<file path="src/rtl/adder_arb_pkg.sv">
// Shared types and parameter defaults for the round-robin adder arbiter.
package adder_arb_pkg;

  localparam int WIDTH_DEF = 64;
  localparam int NREQ_DEF  = 4;

  typedef enum logic {
    EMPTY = 1'b0,
    FULL  = 1'b1
  } slot_state_t;

  function automatic int id_width(input int n);
    return (n <= 2) ? 1 : $clog2(n);
  endfunction

endpackage

</file>
<file path="src/rtl/adder_rr_arbiter_rr_pick.sv">
// Combinational round-robin picker: first set request above last_id, wrapping.
module rr_pick
  import adder_arb_pkg::*;
#(
  parameter int  NREQ = NREQ_DEF,
  localparam int IDW  = id_width(NREQ)
) (
  input  logic [NREQ-1:0] req,
  input  logic [IDW-1:0]  last_id,
  input  logic            en,
  output logic [NREQ-1:0] gnt,
  output logic [IDW-1:0]  gnt_id
);

  logic [IDW:0]   cand;
  logic [IDW-1:0] idx;
  logic           found;

  always_comb begin
    gnt    = '0;
    gnt_id = '0;
    found  = 1'b0;
    cand   = '0;
    idx    = '0;
    // One spare bit so last_id + NREQ never overflows before the wrap.
    for (int k = 1; k <= NREQ; k++) begin
      cand = {1'b0, last_id} + (IDW+1)'(k);
      if (cand >= (IDW+1)'(NREQ)) cand = cand - (IDW+1)'(NREQ);
      idx = cand[IDW-1:0];
      if (en && !found && req[idx]) begin
        found    = 1'b1;
        gnt[idx] = 1'b1;
        gnt_id   = idx;
      end
    end
  end

endmodule

</file>
<file path="src/rtl/adder_rr_arbiter.sv">
// Shares one adder among NREQ requesters in round-robin order; result is
// registered and tagged with the requester index.
module adder_core #(
  parameter int WIDTH = 64
) (
  input  logic [WIDTH-1:0] a,
  input  logic [WIDTH-1:0] b,
  output logic [WIDTH-1:0] sum,
  output logic             cout
);
  assign {cout, sum} = {1'b0, a} + {1'b0, b};
endmodule

// state | meaning
// EMPTY | result register holds nothing (rsp_valid=0)
// FULL  | result register holds an unconsumed result (rsp_valid=1)
module adder_rr_arbiter
  import adder_arb_pkg::*;
#(
  parameter int  WIDTH = WIDTH_DEF,
  parameter int  NREQ  = NREQ_DEF,
  localparam int IDW   = id_width(NREQ)
) (
  input  logic                  clk,
  input  logic                  rst_n,
  input  logic [NREQ-1:0]       req_valid,
  output logic [NREQ-1:0]       req_ready,
  input  logic [NREQ*WIDTH-1:0] req_a,
  input  logic [NREQ*WIDTH-1:0] req_b,
  output logic                  rsp_valid,
  input  logic                  rsp_ready,
  output logic [WIDTH-1:0]      rsp_sum,
  output logic                  rsp_cout,
  output logic [IDW-1:0]        rsp_id
);

  slot_state_t    state, state_nxt;
  logic [IDW-1:0] last_id;
  logic [NREQ-1:0] gnt;
  logic [IDW-1:0] gnt_id;
  logic           slot_free;
  logic           take;
  logic [WIDTH-1:0] a_sel, b_sel, sum_c;
  logic           cout_c;

  assign rsp_valid = (state == FULL);
  assign slot_free = !rsp_valid || rsp_ready;

  // rst_n gates the picker so req_ready stays low while reset is held.
  rr_pick #(.NREQ(NREQ)) u_pick (
    .req     (req_valid),
    .last_id (last_id),
    .en      (slot_free && rst_n),
    .gnt     (gnt),
    .gnt_id  (gnt_id)
  );

  assign req_ready = gnt;
  assign take      = |gnt;

  always_comb begin
    a_sel = '0;
    b_sel = '0;
    for (int i = 0; i < NREQ; i++) begin
      if (gnt[i]) begin
        a_sel = req_a[i*WIDTH +: WIDTH];
        b_sel = req_b[i*WIDTH +: WIDTH];
      end
    end
  end

  adder_core #(.WIDTH(WIDTH)) u_add (
    .a    (a_sel),
    .b    (b_sel),
    .sum  (sum_c),
    .cout (cout_c)
  );

  always_comb begin
    state_nxt = state;
    case (state)
      EMPTY:   if (take) state_nxt = FULL;
      FULL:    if (rsp_ready && !take) state_nxt = EMPTY;
      default: state_nxt = EMPTY;
    endcase
  end

  always_ff @(posedge clk or negedge rst_n) begin
    if (!rst_n) begin
      state    <= EMPTY;
      rsp_sum  <= '0;
      rsp_cout <= 1'b0;
      rsp_id   <= '0;
      last_id  <= IDW'(NREQ-1);
    end else begin
      state <= state_nxt;
      if (take) begin
        rsp_sum  <= sum_c;
        rsp_cout <= cout_c;
        rsp_id   <= gnt_id;
        last_id  <= gnt_id;
      end
    end
  end

endmodule

</file>
<file path="config.mk">
export PLATFORM = sky130hd
export DESIGN_NAME = adder_rr_arbiter
export DESIGN_NICKNAME = d
export VERILOG_FILES = /design/src/rtl/adder_arb_pkg.sv /design/src/rtl/adder_rr_arbiter_rr_pick.sv /design/src/rtl/adder_rr_arbiter.sv
export SDC_FILE = /design/constraint.sdc
export NUM_CORES = 1
export LEC_CHECK = 0
export CAP_MARGIN = 20
export CORE_AREA = 2 2 232 234
export DETAILED_ROUTE_END_ITERATION = 12
export DIE_AREA = 0 0 234 236
export DONT_BUFFER_PORTS = 1
export PLACE_DENSITY = 0.37
export SLEW_MARGIN = 20
export SYNTH_ARGS = -nofsm -noshare
export SYNTH_HDL_FRONTEND = slang
export SYNTH_SLANG_ARGS = --single-unit
</file>
<file path="constraint.sdc">
create_clock -name clk -period 7.22 [get_ports clk]
set_clock_uncertainty 0.1 [all_clocks]
set_input_delay 2.166 -clock clk [delete_from_list [all_inputs] [get_ports clk]]
set_output_delay 2.166 -clock clk [all_outputs]
set_load 0.02 [all_outputs]
</file>
# After elaboration in Yosys (flattened, before gate mapping)
# Index checks and enable logic that the tools add are counted.
# classes
addsub	9
reduce_logical	20
order_cmp	12
n_bitwise	4
n_mux	42
# op_table
operator	count
$mux 64	8
$add 64x64->65	1
$mux 2	8
$mux 4	4
$logic_and 1x1->1	13
$mux 1	13
$ge 3x3->1 const B	4
$lt 2x3->1 const B	4
$or 4x4->4	3
$bmux 1 s2	4
$demux 1 s2	4
$ge 2x1->1 const B	4
$sub 2x1->2 const B	4
$add 2x2->3 const B	2
$logic_not 1->1	5
$reduce_or 4->1	1
$add 2x1->3 const B	1
$add 2x3->3 const B	1
$pmux 1 s2	1
$logic_or 1x1->1	1
$not 1->1	1
# word_totals
reg_bits	70
out_inout_bits	72
input_bits	519
wordCells	92

# Longest topological paths before layout
# Gate-level depths: netlist (run 1).
# logic_depth
ltp_word	24
depth_mapped	27
mapped_depth_nobuf	22

# Cells and area by module
# A second synthesis (run 1) with hierarchy kept.
# unflattened
hier_cells	1234
hier_area_um2	9714.3
# modules_own_cells
mod	seq_area_each_um2	cells_each	instances	area_each_um2
adder_rr_arbiter	1754.2	611	1	5373.9
adder_core	0.0	569	1	3853.7
rr_pick	0.0	54	1	486.7

# Worst setup path before layout (run 1)
# No wires, ideal clock.
# synth_path
path_kind	input -> register
start	in req_valid[2]
end	reg rsp_sum[42]
setup_time_ns	0.131
setup_slack_ns	0.254
t_arrival_ns	6.735
path_stages	21
t_required_ns	6.989
path_buffers	3
cell_sequence	mux4_2 -> nor4_2 -> a221o_1 -> nor2b_1 -> buf_2 -> buf_2 -> a22oi_1 -> nor2_1 -> a21oi_1 -> o21ai_0 -> ha_1 -> clkbuf_1 -> a21o_1 -> a311oi_1 -> o21ai_1 -> or4b_1 -> o21ai_1 -> a21oi_1 -> a221oi_1 -> xor2_1 -> o21ai_1
# synth_between
elab_chain_len	21
elab_cells_between_ends	38
cone_classes	add/sub (1); mux (23); bitwise (3); reduce/logical (11)
# synth_rtl
element	line	source
start: declaration	adder_rr_arbiter.sv:26	input logic [NREQ-1:0] req_valid,
$bmux 1 s2	adder_rr_arbiter_rr_pick.sv:30	if (en && !found && req[idx]) begin
$mux 1 (implied by the code)	adder_rr_arbiter_rr_pick.sv:30	
$logic_and 1x1->1	adder_rr_arbiter_rr_pick.sv:30	
$mux 1	adder_rr_arbiter_rr_pick.sv:30	
$logic_not 1->1	adder_rr_arbiter_rr_pick.sv:30	
$logic_and 1x1->1 (2 in series)	adder_rr_arbiter_rr_pick.sv:30	
$mux 1	adder_rr_arbiter_rr_pick.sv:30	
$logic_not 1->1	adder_rr_arbiter_rr_pick.sv:30	
$logic_and 1x1->1 (2 in series)	adder_rr_arbiter_rr_pick.sv:30	
$mux 1	adder_rr_arbiter_rr_pick.sv:30	
$logic_not 1->1	adder_rr_arbiter_rr_pick.sv:30	
$logic_and 1x1->1 (2 in series)	adder_rr_arbiter_rr_pick.sv:30	
$mux 4 (*)	adder_rr_arbiter_rr_pick.sv:30	
via req_ready[0]	adder_rr_arbiter.sv:27	output logic [NREQ-1:0] req_ready,
$mux 64 (4 in series)	adder_rr_arbiter.sv:65	if (gnt[i]) begin
$add 64x64->65	adder_rr_arbiter.sv:11	assign {cout, sum} = {1'b0, a} + {1'b0, b};
end signal: assignment	adder_rr_arbiter.sv:98	rsp_sum <= sum_c;
end: declaration	adder_rr_arbiter.sv:32	output logic [WIDTH-1:0] rsp_sum,
# The timed path passes the listed nets; every way through them passes the cells marked *. The select of a mux whose other input is x is not followed.
# A chain may end at the register's enable or synchronous reset.

# Worst setup path in the final report (run 1)
# layout_path
start	in req_valid[2]
end	reg rsp_sum[57]
# layout_between
elab_chain_len	21
elab_cells_between_ends	38
cone_classes	add/sub (1); mux (23); bitwise (3); reduce/logical (11)
# layout_rtl
element	line
$bmux 1 s2	adder_rr_arbiter_rr_pick.sv:30
$mux 1 (implied by the code)	adder_rr_arbiter_rr_pick.sv:30
$logic_and 1x1->1	adder_rr_arbiter_rr_pick.sv:30
$mux 1	adder_rr_arbiter_rr_pick.sv:30
$logic_not 1->1	adder_rr_arbiter_rr_pick.sv:30
$logic_and 1x1->1 (2 in series)	adder_rr_arbiter_rr_pick.sv:30
$mux 1	adder_rr_arbiter_rr_pick.sv:30
$logic_not 1->1	adder_rr_arbiter_rr_pick.sv:30
$logic_and 1x1->1 (2 in series)	adder_rr_arbiter_rr_pick.sv:30
$mux 1	adder_rr_arbiter_rr_pick.sv:30
$logic_not 1->1	adder_rr_arbiter_rr_pick.sv:30
$logic_and 1x1->1 (2 in series)	adder_rr_arbiter_rr_pick.sv:30
$mux 4 (*)	adder_rr_arbiter_rr_pick.sv:30
$mux 64 (4 in series)	adder_rr_arbiter.sv:65
$add 64x64->65	adder_rr_arbiter.sv:11
# Mark *: on every way between the ends. The rest lies on a longest branch, timed or not. The select of a mux whose other input is x is not followed.

==> results of run 1 <==
## metal layers
metal / wire, µm / GRT usage
met5: 36 / 0
met4: 1030 / 0.0545
met3: 3910 / 0.0436
met2: 25900 / 0.312
met1: 27100 / 0.289
## cell families (layout without fill, tap and decap cells)
kind of cell / after synthesis / after routing / synth area share
AOI/OAI and AO/OA: 701 / 701 / 0.403
xor gates and xnor gates: 54 / 54 / 0.0450
adders and majority gates: 69 / 69 / 0.0829
buffers and inverters: 151 / 292 / 0.0654
DFF: 70 / 70 / 0.167
muxes: 8 / 8 / 0.0126
other: 0 / 8 / 0
and+or+nand+nor: 543 / 543 / 0.224
## sequential cells by signal, summed over array words and instances (netlist names)
signal / count
rsp_sum: 64
rsp_valid: 1
last_id: 2
rsp_id: 2
rsp_cout: 1
## critical path: cells and delay by family
family / cells / cell delay (ns)
AO/OA/AOI/OAI: 11 / 2.35
buffers and inverters: 4 / 0.69
multiplexers: 1 / 0.59
AND/OR/NAND/NOR: 5 / 0.91
adder cells (fa/ha/maj): 1 / 0.37
## cell type report
| type | count | area (µm²) | share of cell area |
|---|---|---|---|
| tap | 696 | 871 | 0.0650 |
| antenna | 8 | 20.0 | 0.00149 |
| inverter | 17 | 63.8 | 0.00476 |
| sequential | 70 | 1750 | 0.131 |
| clock inverter | 5 | 81.3 | 0.00607 |
| multi-input combinational | 1375 | 8170 | 0.610 |
| timing repair buffer | 259 | 2180 | 0.163 |
| clock buffer | 11 | 253 | 0.0189 |
## how the worst min path moves through the flow
stage,startpoint,to,slack [ns],cells past startpoint
finish,last_id[1]$_DFFE_PN1P_,last_id[1]$_DFFE_PN1P_,0.51,2
global route,last_id[1]$_DFFE_PN1P_,last_id[1]$_DFFE_PN1P_,0.54,2
CTS,last_id[1]$_DFFE_PN1P_,last_id[1]$_DFFE_PN1P_,0.51,2
detailed placement,last_id[1]$_DFFE_PN1P_,last_id[1]$_DFFE_PN1P_,0.51,2
global placement,last_id[1]$_DFFE_PN1P_,last_id[1]$_DFFE_PN1P_,0.50,2
floorplan,last_id[1]$_DFFE_PN1P_,last_id[1]$_DFFE_PN1P_,0.44,2
## timing repair
item / 4_1_cts / 5_1_grt
cloned: 0 / 0
pin swaps: 1 / 4
hold endpoints to repair: 0 / 0
gates resized for setup: 1 / 21
endpoints found under the setup margin: 2 / 28
setup buffers: 1 / 5
## synth_stat cells (17+ instances only)
library cell	count	area [µm²]
inv_1	17	63.8
a21o_1	50	375
nor2_1	226	848
xor2_1	24	210
o21ai_1	37	185
buf_2	54	270
ha_1	68	851
a22oi_1	132	991
a21oi_1	255	1280
o21ai_0	136	681
nand2_1	199	747
xnor2_1	30	263
dfrtp_1	68	1700
clkbuf_1	70	263
nand3_1	26	130
## where the power goes
group          switching [mW]  leakage, nW  internal [mW]
sequential              0.434        0.836          0.622
clock                   0.210        0.162          0.321
combinational            3.79         4.76           2.68
## stage by stage
| step | instance area, µm² | TNS [ns] |
|---|---|---|
| floorplan | 10500 | 0 |
| global placement | 12900 | -5.81 |
| detailed placement | 12900 | -5.85 |
| CTS | 13200 | 0 |
| global route | 13400 | 0 |
| finish | 13400 | 0 |
==> impl_metrics.toml, run 1 <==
[status]
status = "finished clean"

[timing]
period_needed_ns = 6.96
setup_ws_ns = 0.262
worstMarginPinSlew_ns = 0.605
relSlewSlack = 0.593
fmax_ghz = 0.144
fin_hold_ws_ns = 0.507
hold_viol_final = 0
period_share = 0.964
rsz0062_at_grt = "false"
finalSetupViolCount = 0
slew_violations = 0

[route]
vias_per_cell = 5.15
ant_nets = 0
remaining_drc_errors = 0
wl_per_cell_um = 23.7
drt_first_pass_iters = 5
drtIter0Drc = 868
wl_um = 58000
dr_total_vias = 12600

[power]
p_total_mw = 8.06
cellLeakagePower_nw = 5.76
peakVddDrop_mv = 0.329
power.density_nw_per_um2 = 602

[synth]
syn_avg_cell_area_um2 = 6.59
netlist_area_um2 = 10500
synth_cells = 1596
synth_ff_type = "dfrtp_1"
synth-seq-area-share = 0.167
ys_ff_latch = 70
synth_cell_types = 66
synth-edff-count = 0
synth_async_sr_flop_share = 1.00
ys_warn_count = 0
synthesis.nets = 2184

[setup_path]
cp-startpoint = "req_valid[2]"
slowest_delay_ns = 0.59
worstPathMaxFanout = 52
worstPathArrival_ns = 7.12
crit_type = "input pin to register"
reg2reg_depth = 24
worst_path_most_repeated_cell = "buf_4"
cp_cell_sequence = "mux4_2 -> nor4_4 -> buf_4 -> a221o_4 -> nor2b_4 -> buf_12 -> buf_4 -> a22oi_1 -> nor2_1 -> a21oi_1 -> o21ai_0 -> ha_1 -> a21oi_1 -> buf_4 -> o2111a_1 -> o31ai_1 -> a41o_1 -> or2_2 -> a22o_1 -> o211ai_1 -> nand3_1 -> a31o_2"
worst_ep_required_time_ns = 7.39
rrSetupSlack_ns = 0.96
critical-path-slowest-cell = "mux4_2"
r2r_end = "rsp_sum[57]$_DFFE_PN0P_"
crit_end = "rsp_sum[57]$_DFFE_PN0P_"
startpoint_type = "input pin"
rr_startpoint = "last_id[0]$_DFFE_PN1P_"
endpoint_kind = "register"

[clocking]
hold_buffers = 0
root_buffer = "clkbuf_16"
cts_tree = "done"
cts_max_level = 3
cts_buffer_depth = 2
clock_latency_ns = 0.37
numCtsBuffers = 9
cts.clk_slew.worst_paths_ns = 0.06
cts_num_sinks = 70

[grt]
grt_pass1_vias = 12300
grt_pass1_wl_um = 82800
antenna_found_initial = 14
grt_usage = 0.205
overflow = 0
grt_start_max_net_pins = 72

[place]
hpwl_um = 50100
place_congestion = 0.968
placedCellCount = 2411
preCtsSetupSlack_ns = -0.452
io_buffers = 0

[final_layout]
mostFrequentLayoutCell = "a21oi_1"
fin_cells = 2441
nFillCells = 5939
drive_gt1_frac = 0.180
final_cell_mix = "a21oi_1 (253), buf_4 (240), nor2_1 (226)"
nets = 2320
area_growth_pct = 27.4
fin_util = 0.252

[floorplan]
rows = 85
dieArea_um2 = 55200
start_util = 0.198
die_h_um = 236
coreArea_um2 = 53100
io_pins = 591
fp.dieW_um = 234

[job]
maxCapViolCount = 0

[worst_hold_path]
hp-class = "register to register"
No activity file was read; power rests on OpenSTA's default activity.
==> run 2: changes to the inputs <==
SKIP_LAST_GASP = 1   (was not set)
==> run 2 against run 1 <==
Against the previous run: combinational power is essentially flat; hold slack about the same; clock power is essentially flat; global-route usage is the same; sequential power is essentially flat; critical path depth increased by 2; non-clock buffer count did not move; utilization about the same; wire length about the same; total power is essentially flat; critical path type unchanged; largest cell class unchanged.
==> impl_metrics.toml, run 2 (synthesis results as in run 1) <==
[timing]
worstMarginPinSlew_ns = 0.584
finalSetupViolCount = 0
slew_violations = 0
relSlewSlack = 0.606
fin_hold_ws_ns = 0.507
hold_viol_final = 0
setup_ws_ns = 0.247
period_needed_ns = 6.97
rsz0062_at_grt = "true"
fmax_ghz = 0.143
period_share = 0.966

[final_layout]
largest_reg_flops = 64
drive_gt1_frac = 0.180
largestRegisters = "rsp_sum x64, last_id x2, rsp_id x2"
regMostFlops = "rsp_sum"
nets = 2320
area_growth_pct = 27.4
nFillCells = 5941
mostFrequentLayoutCell = "a21oi_1"
fin_cells = 2441
final_cell_mix = "a21oi_1 (253), buf_4 (240), nor2_1 (226)"

[floorplan]
fp.dieW_um = 234
rows = 85
coreArea_um2 = 53100
die_h_um = 236
io_pins = 591
start_util = 0.198
dieArea_um2 = 55200

[setup_path]
worst_ep_required_time_ns = 7.38
worst-path-buf-inv = 5
slowest_delay_ns = 0.57
rrSetupSlack_ns = 0.96
path_delay_family = "compound AO/OA/AOI/OAI gates"
cp-startpoint = "req_valid[3]"
crit_type = "input pin to register"
worst_path_most_repeated_cell = "buf_4"
reg2reg_depth = 24
critical-path-slowest-cell = "or4_1"
r2r_end = "rsp_sum[57]$_DFFE_PN0P_"
startpoint_type = "input pin"
endpoint_kind = "register"
cp_cell_sequence = "mux4_2 -> nand2b_1 -> nor4_4 -> buf_4 -> a221o_4 -> nor2b_4 -> buf_12 -> buf_4 -> a22oi_1 -> nor2_1 -> a21oi_1 -> o21ai_2 -> buf_4 -> ha_1 -> a21oi_1 -> o22ai_1 -> or4_1 -> o211ai_1 -> buf_4 -> a21oi_1 -> o211a_1 -> nor4_2 -> mux2i_1 -> nand3_1"
worstPathMaxFanout = 52
rr_startpoint = "last_id[0]$_DFFE_PN1P_"
worstPathArrival_ns = 7.14

[clocking]
numCtsBuffers = 9
cts_tree = "done"
root_buffer = "clkbuf_16"
cts.clk_slew.worst_paths_ns = 0.07
cts_buffer_depth = 2
cts_max_level = 3
cts_num_sinks = 70
clock_latency_ns = 0.37

[status]
status = "finished clean"

[route]
wl_per_cell_um = 23.7
ant_nets = 0
vias_per_cell = 5.13
drt_first_pass_iters = 7
dr_total_vias = 12500
remaining_drc_errors = 0
drtIter0Drc = 855
wl_um = 57900

[power]
sw_frac_of_total = 0.551
pwr-share-comb = 0.803
power_frac_clock = 0.066
p_sw_mw = 4.44
power.density_nw_per_um2 = 602
p_int_mw = 3.62
peakVddDrop_mv = 0.331
seqPwrFrac = 0.131
cellLeakagePower_nw = 5.75

[job]
maxCapViolCount = 0

[grt]
grt_pass1_vias = 12300
grt_pass1_wl_um = 82800
antenna_found_initial = 14
grt_start_max_net_pins = 72
grt_usage = 0.205
overflow = 0

[worst_hold_path]
min_from = "last_id[1]$_DFFE_PN1P_"
holdPathEnd = "last_id[1]$_DFFE_PN1P_"
hold_depth = 2
hp-class = "register to register"

[place]
placedCellCount = 2411
preCtsSetupSlack_ns = -0.452
hpwl_um = 50100
place_congestion = 0.968
io_buffers = 0
[run 2: cell counts in the layout (fill, tap and decap cells not counted)]
No cell type changed its count.
[run 2: layout make-up]
cell class              instances  area (µm²)  share of cell area
clock inverters                 5        81.3             0.00608
well taps                     696         871              0.0651
clock buffers                  11         253              0.0189
inverters                      17        63.8             0.00477
diodes                          8        20.0             0.00150
multi-input cells            1375        8170               0.610
repair buffers                259        2180               0.163
flip-flops and latches         70        1750               0.131
[run 2: power groups by stage]
stage | sequential (mW) | clock [mW] | combinational [mW]
floorplan | 0.953 | 0 | 3.78
global placement | 1.08 | 0 | 6.44
detailed placement | 1.08 | 0 | 6.44
CTS | 1.07 | 0.549 | 6.49
global route | 1.10 | 0.561 | 7.20
finish | 1.06 | 0.531 | 6.47
[run 2: timing repair]
item,CTS,global route
pin swaps,1,4
hold buffers,0,0
resized for setup,1,20
buffers inserted,1,5
setup endpoints to repair,2,28
[run 2: metal layers]
layer,GRT usage,up-vias,part of all wire
li1,-,6080,-
met1,0.289,5921,0.47
met2,0.312,447,0.45
met3,0.0436,58,0.067
met4,0.0545,6,0.018
met5,0,-,0.00062
[run 2: worst max path at each step]
stage / cells past startpoint / to / slack [ns]
2_1_floorplan: 21 / rsp_sum[42]$_DFFE_PN0P_ / 0.25
3_3_place_gp: 21 / rsp_sum[59]$_DFFE_PN0P_ / -0.45
3_5_place_dp: 21 / rsp_sum[59]$_DFFE_PN0P_ / -0.45
4_1_cts: 19 / rsp_sum[63]$_DFFE_PN0P_ / 0.01
5_1_grt: 24 / rsp_sum[63]$_DFFE_PN0P_ / -0.02
6_report: 24 / rsp_sum[63]$_DFFE_PN0P_ / 0.25
[run 2: worst reg2reg max path, delay by kind of cell (launching register included)]
family                     cells  cell delay [ns]
DFF                            1             0.71
AOI/OAI and AO/OA             11             2.36
adders and majority gates      2             0.76
buffers and inverters          5             0.87
muxes                          1             0.46
and+or+nand+nor                5             0.92
[run 2: metrics by stage]
| step | power, mW | setup TNS (ns) | utilization | cell area [µm²] |
|---|---|---|---|---|
| after global routing | 8.85 | -0.0206 | 0.252 | 13400 |
| after detailed placement | 7.53 | -5.85 | 0.243 | 12900 |
| after floorplan | 4.74 | 0 | - | 10500 |
| final | 8.06 | 0 | 0.252 | 13400 |
| after global placement | 7.52 | -5.81 | 0.243 | 12900 |
| after CTS | 8.11 | 0 | 0.250 | 13200 |
